### src/rtl/booth_mul_arbiter_pkg.sv
// Shared types and default widths for the round-robin Booth multiplier scheduler.
package booth_mul_arbiter_pkg;

  localparam int unsigned DEF_DW = 6;
  localparam int unsigned DEF_PW = 12;

  typedef enum logic [1:0] {
    ST_IDLE = 2'd0,
    ST_CALC = 2'd1,
    ST_RESP = 2'd2
  } state_e;

endpackage

### src/rtl/booth_mul_arbiter_booth_core.sv
// Combinational radix-2 Booth multiplier; product is full width, never truncated.
module booth_core
  import booth_mul_arbiter_pkg::*;
#(
  parameter int unsigned DW = DEF_DW,
  parameter int unsigned PW = DEF_PW
) (
  input  logic signed [DW-1:0] a_i,
  input  logic signed [DW-1:0] b_i,
  output logic signed [PW-1:0] p_o
);

  logic signed [PW-1:0] a_ext;
  logic signed [PW-1:0] acc;
  logic                 prev;

  always_comb begin
    a_ext = PW'(a_i);
    acc   = '0;
    prev  = 1'b0;
    for (int unsigned i = 0; i < DW; i++) begin
      case ({b_i[i], prev})
        2'b01:   acc = acc + (a_ext <<< i);
        2'b10:   acc = acc - (a_ext <<< i);
        default: acc = acc;
      endcase
      prev = b_i[i];
    end
    p_o = acc;
  end

endmodule

### src/rtl/booth_mul_arbiter_rr_arbiter_n.sv
// Combinational round-robin arbiter: first requester at or after ptr_i wins.
module rr_arbiter_n #(
  parameter int unsigned N  = 4,
  parameter int unsigned IW = 2
) (
  input  logic [N-1:0]  req_i,
  input  logic [IW-1:0] ptr_i,
  output logic [N-1:0]  gnt_o,
  output logic [IW-1:0] idx_o,
  output logic          any_o
);

  int unsigned   cand;
  logic [IW-1:0] cand_idx;

  always_comb begin
    gnt_o    = '0;
    idx_o    = '0;
    any_o    = 1'b0;
    cand     = 0;
    cand_idx = '0;
    for (int unsigned k = 0; k < N; k++) begin
      cand     = (32'(ptr_i) + k) % N;
      cand_idx = IW'(cand);
      if (!any_o && req_i[cand_idx]) begin
        any_o           = 1'b1;
        gnt_o[cand_idx] = 1'b1;
        idx_o           = cand_idx;
      end
    end
  end

endmodule

### src/rtl/booth_mul_arbiter.sv
// Shares one Booth core among N_REQ valid/ready requesters; tagged product on one response channel.
module booth_mul_arbiter
  import booth_mul_arbiter_pkg::*;
#(
  parameter int unsigned N_REQ = 4,
  parameter int unsigned DW    = DEF_DW,
  parameter int unsigned PW    = DEF_PW,
  parameter int unsigned IDW   = $clog2(N_REQ),
  parameter int unsigned CW    = 16
) (
  input  logic                clk,
  input  logic                rst,
  input  logic [N_REQ-1:0]    req_valid,
  output logic [N_REQ-1:0]    req_ready,
  input  logic [N_REQ*DW-1:0] req_a,
  input  logic [N_REQ*DW-1:0] req_b,
  output logic                rsp_valid,
  input  logic                rsp_ready,
  output logic [IDW-1:0]      rsp_id,
  output logic [PW-1:0]       rsp_product,
  output logic                busy,
  output logic [CW-1:0]       txn_count
);

  state_e               state_q, state_d;
  logic [IDW-1:0]       rr_ptr_q;
  logic [IDW-1:0]       id_q;
  logic signed [DW-1:0] op_a_q, op_b_q;
  logic                 rsp_valid_q;
  logic [IDW-1:0]       rsp_id_q;
  logic signed [PW-1:0] rsp_product_q;
  logic [CW-1:0]        txn_q;

  logic [N_REQ-1:0]     gnt;
  logic [IDW-1:0]       gnt_idx;
  logic                 gnt_any;
  logic signed [PW-1:0] core_p;
  logic                 accept_win;
  logic                 accept;
  logic                 rsp_hs;

  rr_arbiter_n #(
    .N  (N_REQ),
    .IW (IDW)
  ) u_arb (
    .req_i (req_valid),
    .ptr_i (rr_ptr_q),
    .gnt_o (gnt),
    .idx_o (gnt_idx),
    .any_o (gnt_any)
  );

  booth_core #(
    .DW (DW),
    .PW (PW)
  ) u_core (
    .a_i (op_a_q),
    .b_i (op_b_q),
    .p_o (core_p)
  );

  assign rsp_hs = rsp_valid_q && rsp_ready;

  always_ff @(posedge clk) begin
    if (rst) state_q <= ST_IDLE;
    else     state_q <= state_d;
  end

  always_comb begin
    state_d = state_q;
    case (state_q)
      ST_IDLE: if (accept) state_d = ST_CALC;
      ST_CALC: state_d = ST_RESP;
      ST_RESP: if (rsp_ready) state_d = accept ? ST_CALC : ST_IDLE;
      default: state_d = ST_IDLE;
    endcase
  end

  // Accepting in RESP on the response handshake keeps throughput at one product per 2 cycles.
  always_comb begin
    accept_win = !rst && ((state_q == ST_IDLE) || ((state_q == ST_RESP) && rsp_ready));
    req_ready  = accept_win ? gnt : '0;
    accept     = accept_win && gnt_any;
    busy       = (state_q != ST_IDLE);
  end

  always_ff @(posedge clk) begin
    if (rst) begin
      rr_ptr_q      <= '0;
      id_q          <= '0;
      op_a_q        <= '0;
      op_b_q        <= '0;
      rsp_valid_q   <= 1'b0;
      rsp_id_q      <= '0;
      rsp_product_q <= '0;
      txn_q         <= '0;
    end else begin
      if (accept) begin
        op_a_q   <= req_a[gnt_idx*DW +: DW];
        op_b_q   <= req_b[gnt_idx*DW +: DW];
        id_q     <= gnt_idx;
        rr_ptr_q <= (gnt_idx == IDW'(N_REQ - 1)) ? '0 : gnt_idx + 1'b1;
      end
      if (state_q == ST_CALC) begin
        rsp_valid_q   <= 1'b1;
        rsp_id_q      <= id_q;
        rsp_product_q <= core_p;
      end else if (rsp_hs) begin
        rsp_valid_q <= 1'b0;
      end
      if (rsp_hs && (txn_q != '1)) txn_q <= txn_q + 1'b1;
    end
  end

  assign rsp_valid   = rsp_valid_q;
  assign rsp_id      = rsp_id_q;
  assign rsp_product = rsp_product_q;
  assign txn_count   = txn_q;

endmodule

### config.mk
export PLATFORM = sky130hd
export DESIGN_NAME = booth_mul_arbiter
export DESIGN_NICKNAME = d
export VERILOG_FILES = /design/src/rtl/booth_mul_arbiter_pkg.sv /design/src/rtl/booth_mul_arbiter_booth_core.sv /design/src/rtl/booth_mul_arbiter_rr_arbiter_n.sv /design/src/rtl/booth_mul_arbiter.sv
export SDC_FILE = /design/constraint.sdc
export NUM_CORES = 1
export LEC_CHECK = 0
export CAP_MARGIN = 0
export CORE_MARGIN = 2
export CORE_UTILIZATION = 35
export CTS_CLUSTER_DIAMETER = 60
export DETAILED_ROUTE_END_ITERATION = 12
export SKIP_LAST_GASP = 1
export SLEW_MARGIN = 10
export SYNTH_ARGS = -nofsm -noshare
export SYNTH_HDL_FRONTEND = slang
export SYNTH_SLANG_ARGS = --single-unit
### constraint.sdc
create_clock -name clk -period 22.8 [get_ports clk]
set_input_delay 4.56 -clock clk [delete_from_list [all_inputs] [get_ports clk]]
set_output_delay 4.56 -clock clk [all_outputs]
set_load 0.02 [all_outputs]
==> impl_metrics.py <==
metrics = {
    "synthesis": {
        "synth_nets": 824,
        "seq_area_frac_synth": 0.178,
        "netlist_instances": 718,
        "synth_seq_cells": 49,
        "syn_avg_cell_area_sq_um": 7.67,
        "synth_cell_types": 78,
        "synth_edf_count": 0,
        "syn_area_sq_mm": 0.00551,
        "ys_async_sr_fraction": 0,
        "synth_ff_type": "dfxtp_1",
        "yosysWarnings": 0,
    },
    "sta": {
        "rsz0062_at_grt": "false",
        "finalHoldViolCount": 0,
        "finalSetupTns_ps": 0,
        "max_slew_margin": 0.270,
        "finalCriticalPeriod_ps": 11710,
        "layout_setup_ws_ps": 11090,
        "period_share": 0.514,
        "finalSetupViolations": 0,
        "fin_skew_ps": 5.77,
        "fmax_mhz": 85.4,
        "worst_pin_slew_ps": 1090,
        "drv_slew": 0,
    },
    "power": {
        "p_total_uw": 1170,
        "pwr-share-clk": 0.065,
        "power_leakage_uw": 0.00257,
        "p_seq_frac": 0.102,
        "p_sw_frac": 0.489,
        "powerDensity_mw_per_mm2": 177,
        "power_frac_comb": 0.833,
        "peakVddDrop_uv": 77.0,
        "power.internal_uw": 597,
        "power_switching_uw": 573,
    },
    "layout": {
        "syn_to_final_growth_pct": 20.0,
        "fin_nets": 880,
        "drive_gt1_frac": 0.0774,
        "finalNonFillerCells": 986,
        "fin_area_sq_mm": 0.00661,
        "fillCellCount": 1631,
        "n_antenna_cell": 0,
    },
    "global_route": {
        "grt_overflow_total": 0,
        "grt_usage": 0.170,
        "antenna_found_initial": 0,
        "grt_start_max_net_pins": 48,
        "grt_pass1_vias": 5135,
        "grt_pass1_wl_um": 23800,
    },
    "clock_tree": {
        "clk_pin_slew_worst_paths_ps": 70,
        "clk_latency_ps": 300,
        "cts_root_buf": "clkbuf_16",
        "htree_num_levels": 2,
        "hold_buffers": 0,
        "cts_sinks": 49,
        "cts_resized": 0,
        "cts_tree": "done",
        "cts_setup_buffers": 0,
        "clockBufferDepth": 2,
        "cts_buffers": 5,
    },
    "die": {
        "floorplan.initialDensity": 0.360,
        "core_area_sq_mm": 0.0153,
        "fp.dieW_um": 129,
        "ios": 91,
        "die_y_um": 129,
        "fp-row-count": 45,
        "dieArea_sq_mm": 0.0168,
    },
    "placement": {
        "dp.cells": 978,
        "hpwlAfterDp_um": 10600,
        "detailedPlace.worstSlack_ps": 11140,
        "placed_area_sq_mm": 0.00646,
        "numPortBuffers": 90,
        "gp_congestion": 0.833,
    },
    "worst_setup_path": {
        "setup.worst_path.end_class": "output pin",
        "worstPathArrival_ps": 7150,
        "path_max_fanout": 12,
        "crit_required_ps": 18240,
        "startpoint_type": "input port",
        "path_class": "in2out",
    },
    "routing": {
        "num_vias": 5138,
        "post_drt_wl_per_cell_um": 13.6,
        "via_per_inst": 5.21,
        "drt_iter0_drc": 157,
        "drc_errors": 0,
        "first_pass_iters": 4,
        "drt-total-wl_um": 13400,
        "drtAntennaViolNets": 0,
    },
    "status": {
        "status": "finished clean",
    },
    "min_path": {
        "worstHoldPathType": "reg2reg",
    },
    "job": {
        "cap_violations": 0,
    },
}
final cells by class:
cell class | count | area [sq um] | area share
Multi-Input combinational cell | 599 | 4200 | 0.636
Sequential cell | 49 | 981 | 0.148
Timing Repair Buffer | 92 | 911 | 0.138
Tap cell | 211 | 264 | 0.0399
Clock buffer | 5 | 125 | 0.0189
Inverter | 27 | 101 | 0.0153
Clock inverter | 3 | 25.0 | 0.00379
sequential cells by signal (all words and copies together) (netlist names), named ones only:
| name | count |
|---|---|
| txn_count | 16 |
| rsp_product | 12 |
| op_a_q | 6 |
| op_b_q | 6 |
| id_q | 2 |
| rsp_id | 2 |
| state_q | 2 |
| rr_ptr_q | 1 |
| rsp_valid | 1 |
synth_stat cells (all sizes together), types with 20 or more instances:
library cell	count	area (sq um)
nor2	83	312
nand2	66	248
a21oi	61	309
dfxtp	49	981
ha	46	576
o21ai	43	215
xnor2	43	377
clkbuf	29	116
inv	27	101
mux2i	26	260
mux2	21	236
nor3	20	105
worst max-delay path: stages:
cell and delay, ps:
clkdlybuf4s50_1 570, mux2i_1 130, a21oi_1 680, nor2_1 110, nand2_1 120, nor2b_1 90, a221oi_1 250, nor2_1 80
clkdlybuf4s50_1 570
metal layers:
| layer | GRT usage | part of all wire |
|---|---|---|
| met1 | 0.216 | 0.47 |
| met2 | 0.296 | 0.47 |
| met3 | 0.0347 | 0.049 |
| met4 | 0.0392 | 0.0097 |
| met5 | 0 | 0 |
path summary, 6_finish.rpt:
| path | start | end | slack, ps | depth (start not counted) |
|---|---|---|---|---|
| worst min-delay path | id_q[1]$_SDFFE_PP0P_ | rsp_id[1]$_SDFFE_PP0P_ | 450 | 2 |
| worst max register to register | op_b_q[0]$_SDFFE_PP0P_ | rsp_product[11]$_SDFFE_PP0P_ | 13890 | 35 |
| worst min register to register | id_q[1]$_SDFFE_PP0P_ | rsp_id[1]$_SDFFE_PP0P_ | 450 | 2 |
| worst max-delay path | req_valid[0] | req_ready[3] | 11090 | 9 |
power by group through the flow:
stage	sequential [uW]	clock, uW	combinational, uW
2_1_floorplan	117	0	815
6_report	120	75.9	975
3_5_place_dp	122	0	974
5_1_grt	123	80.4	1110
3_3_place_gp	121	0	972
4_1_cts	120	77.8	982
placed cells by master, fill, tap and decap left out, types with 3 or more instances in the layout:
master            n
or2_2             8
o31a_1            3
o21a_1            8
nor3_1           19
xor2_1           18
mux2i_1          26
inv_1            27
or3_1             5
dfxtp_1          49
clkbuf_16         5
xnor2_1          43
a21o_1           10
nand4_1           6
nor4_1            5
a211oi_1          6
a22oi_1           4
a221oi_1          5
mux2_2           21
nor2_1           83
nand3_1           8
and2_1            3
ha_1             46
fa_1              5
o211ai_1         13
nand2b_1         12
o21ai_0          43
clkdlybuf4s50_1  89
a31oi_1           3
a21oi_1          60
a311oi_1          6
nor2b_1           8
nor3b_1           4
nand2_1          66
and3_1            4
o31ai_1           4
through the flow:
step | hold WS, ps | util
finish | 452 | 0.432
global route | 468 | 0.432
CTS | 455 | 0.432
detailed placement | 445 | 0.422
global placement | 439 | 0.422
floorplan | 428 | -
kinds of logic (layout without fill, tap and decap cells):
group	Yosys count	in the layout	synth area share
and+or+nand+nor	247	247	0.217
AOI/OAI and AO/OA	191	191	0.226
buffers and inverters	70	127	0.0613
xor gates and xnor gates	61	61	0.0970
adders and majority gates	51	51	0.123
muxes	49	49	0.0984
DFF	49	49	0.178
No activity file was read; power rests on OpenSTA's default activity.
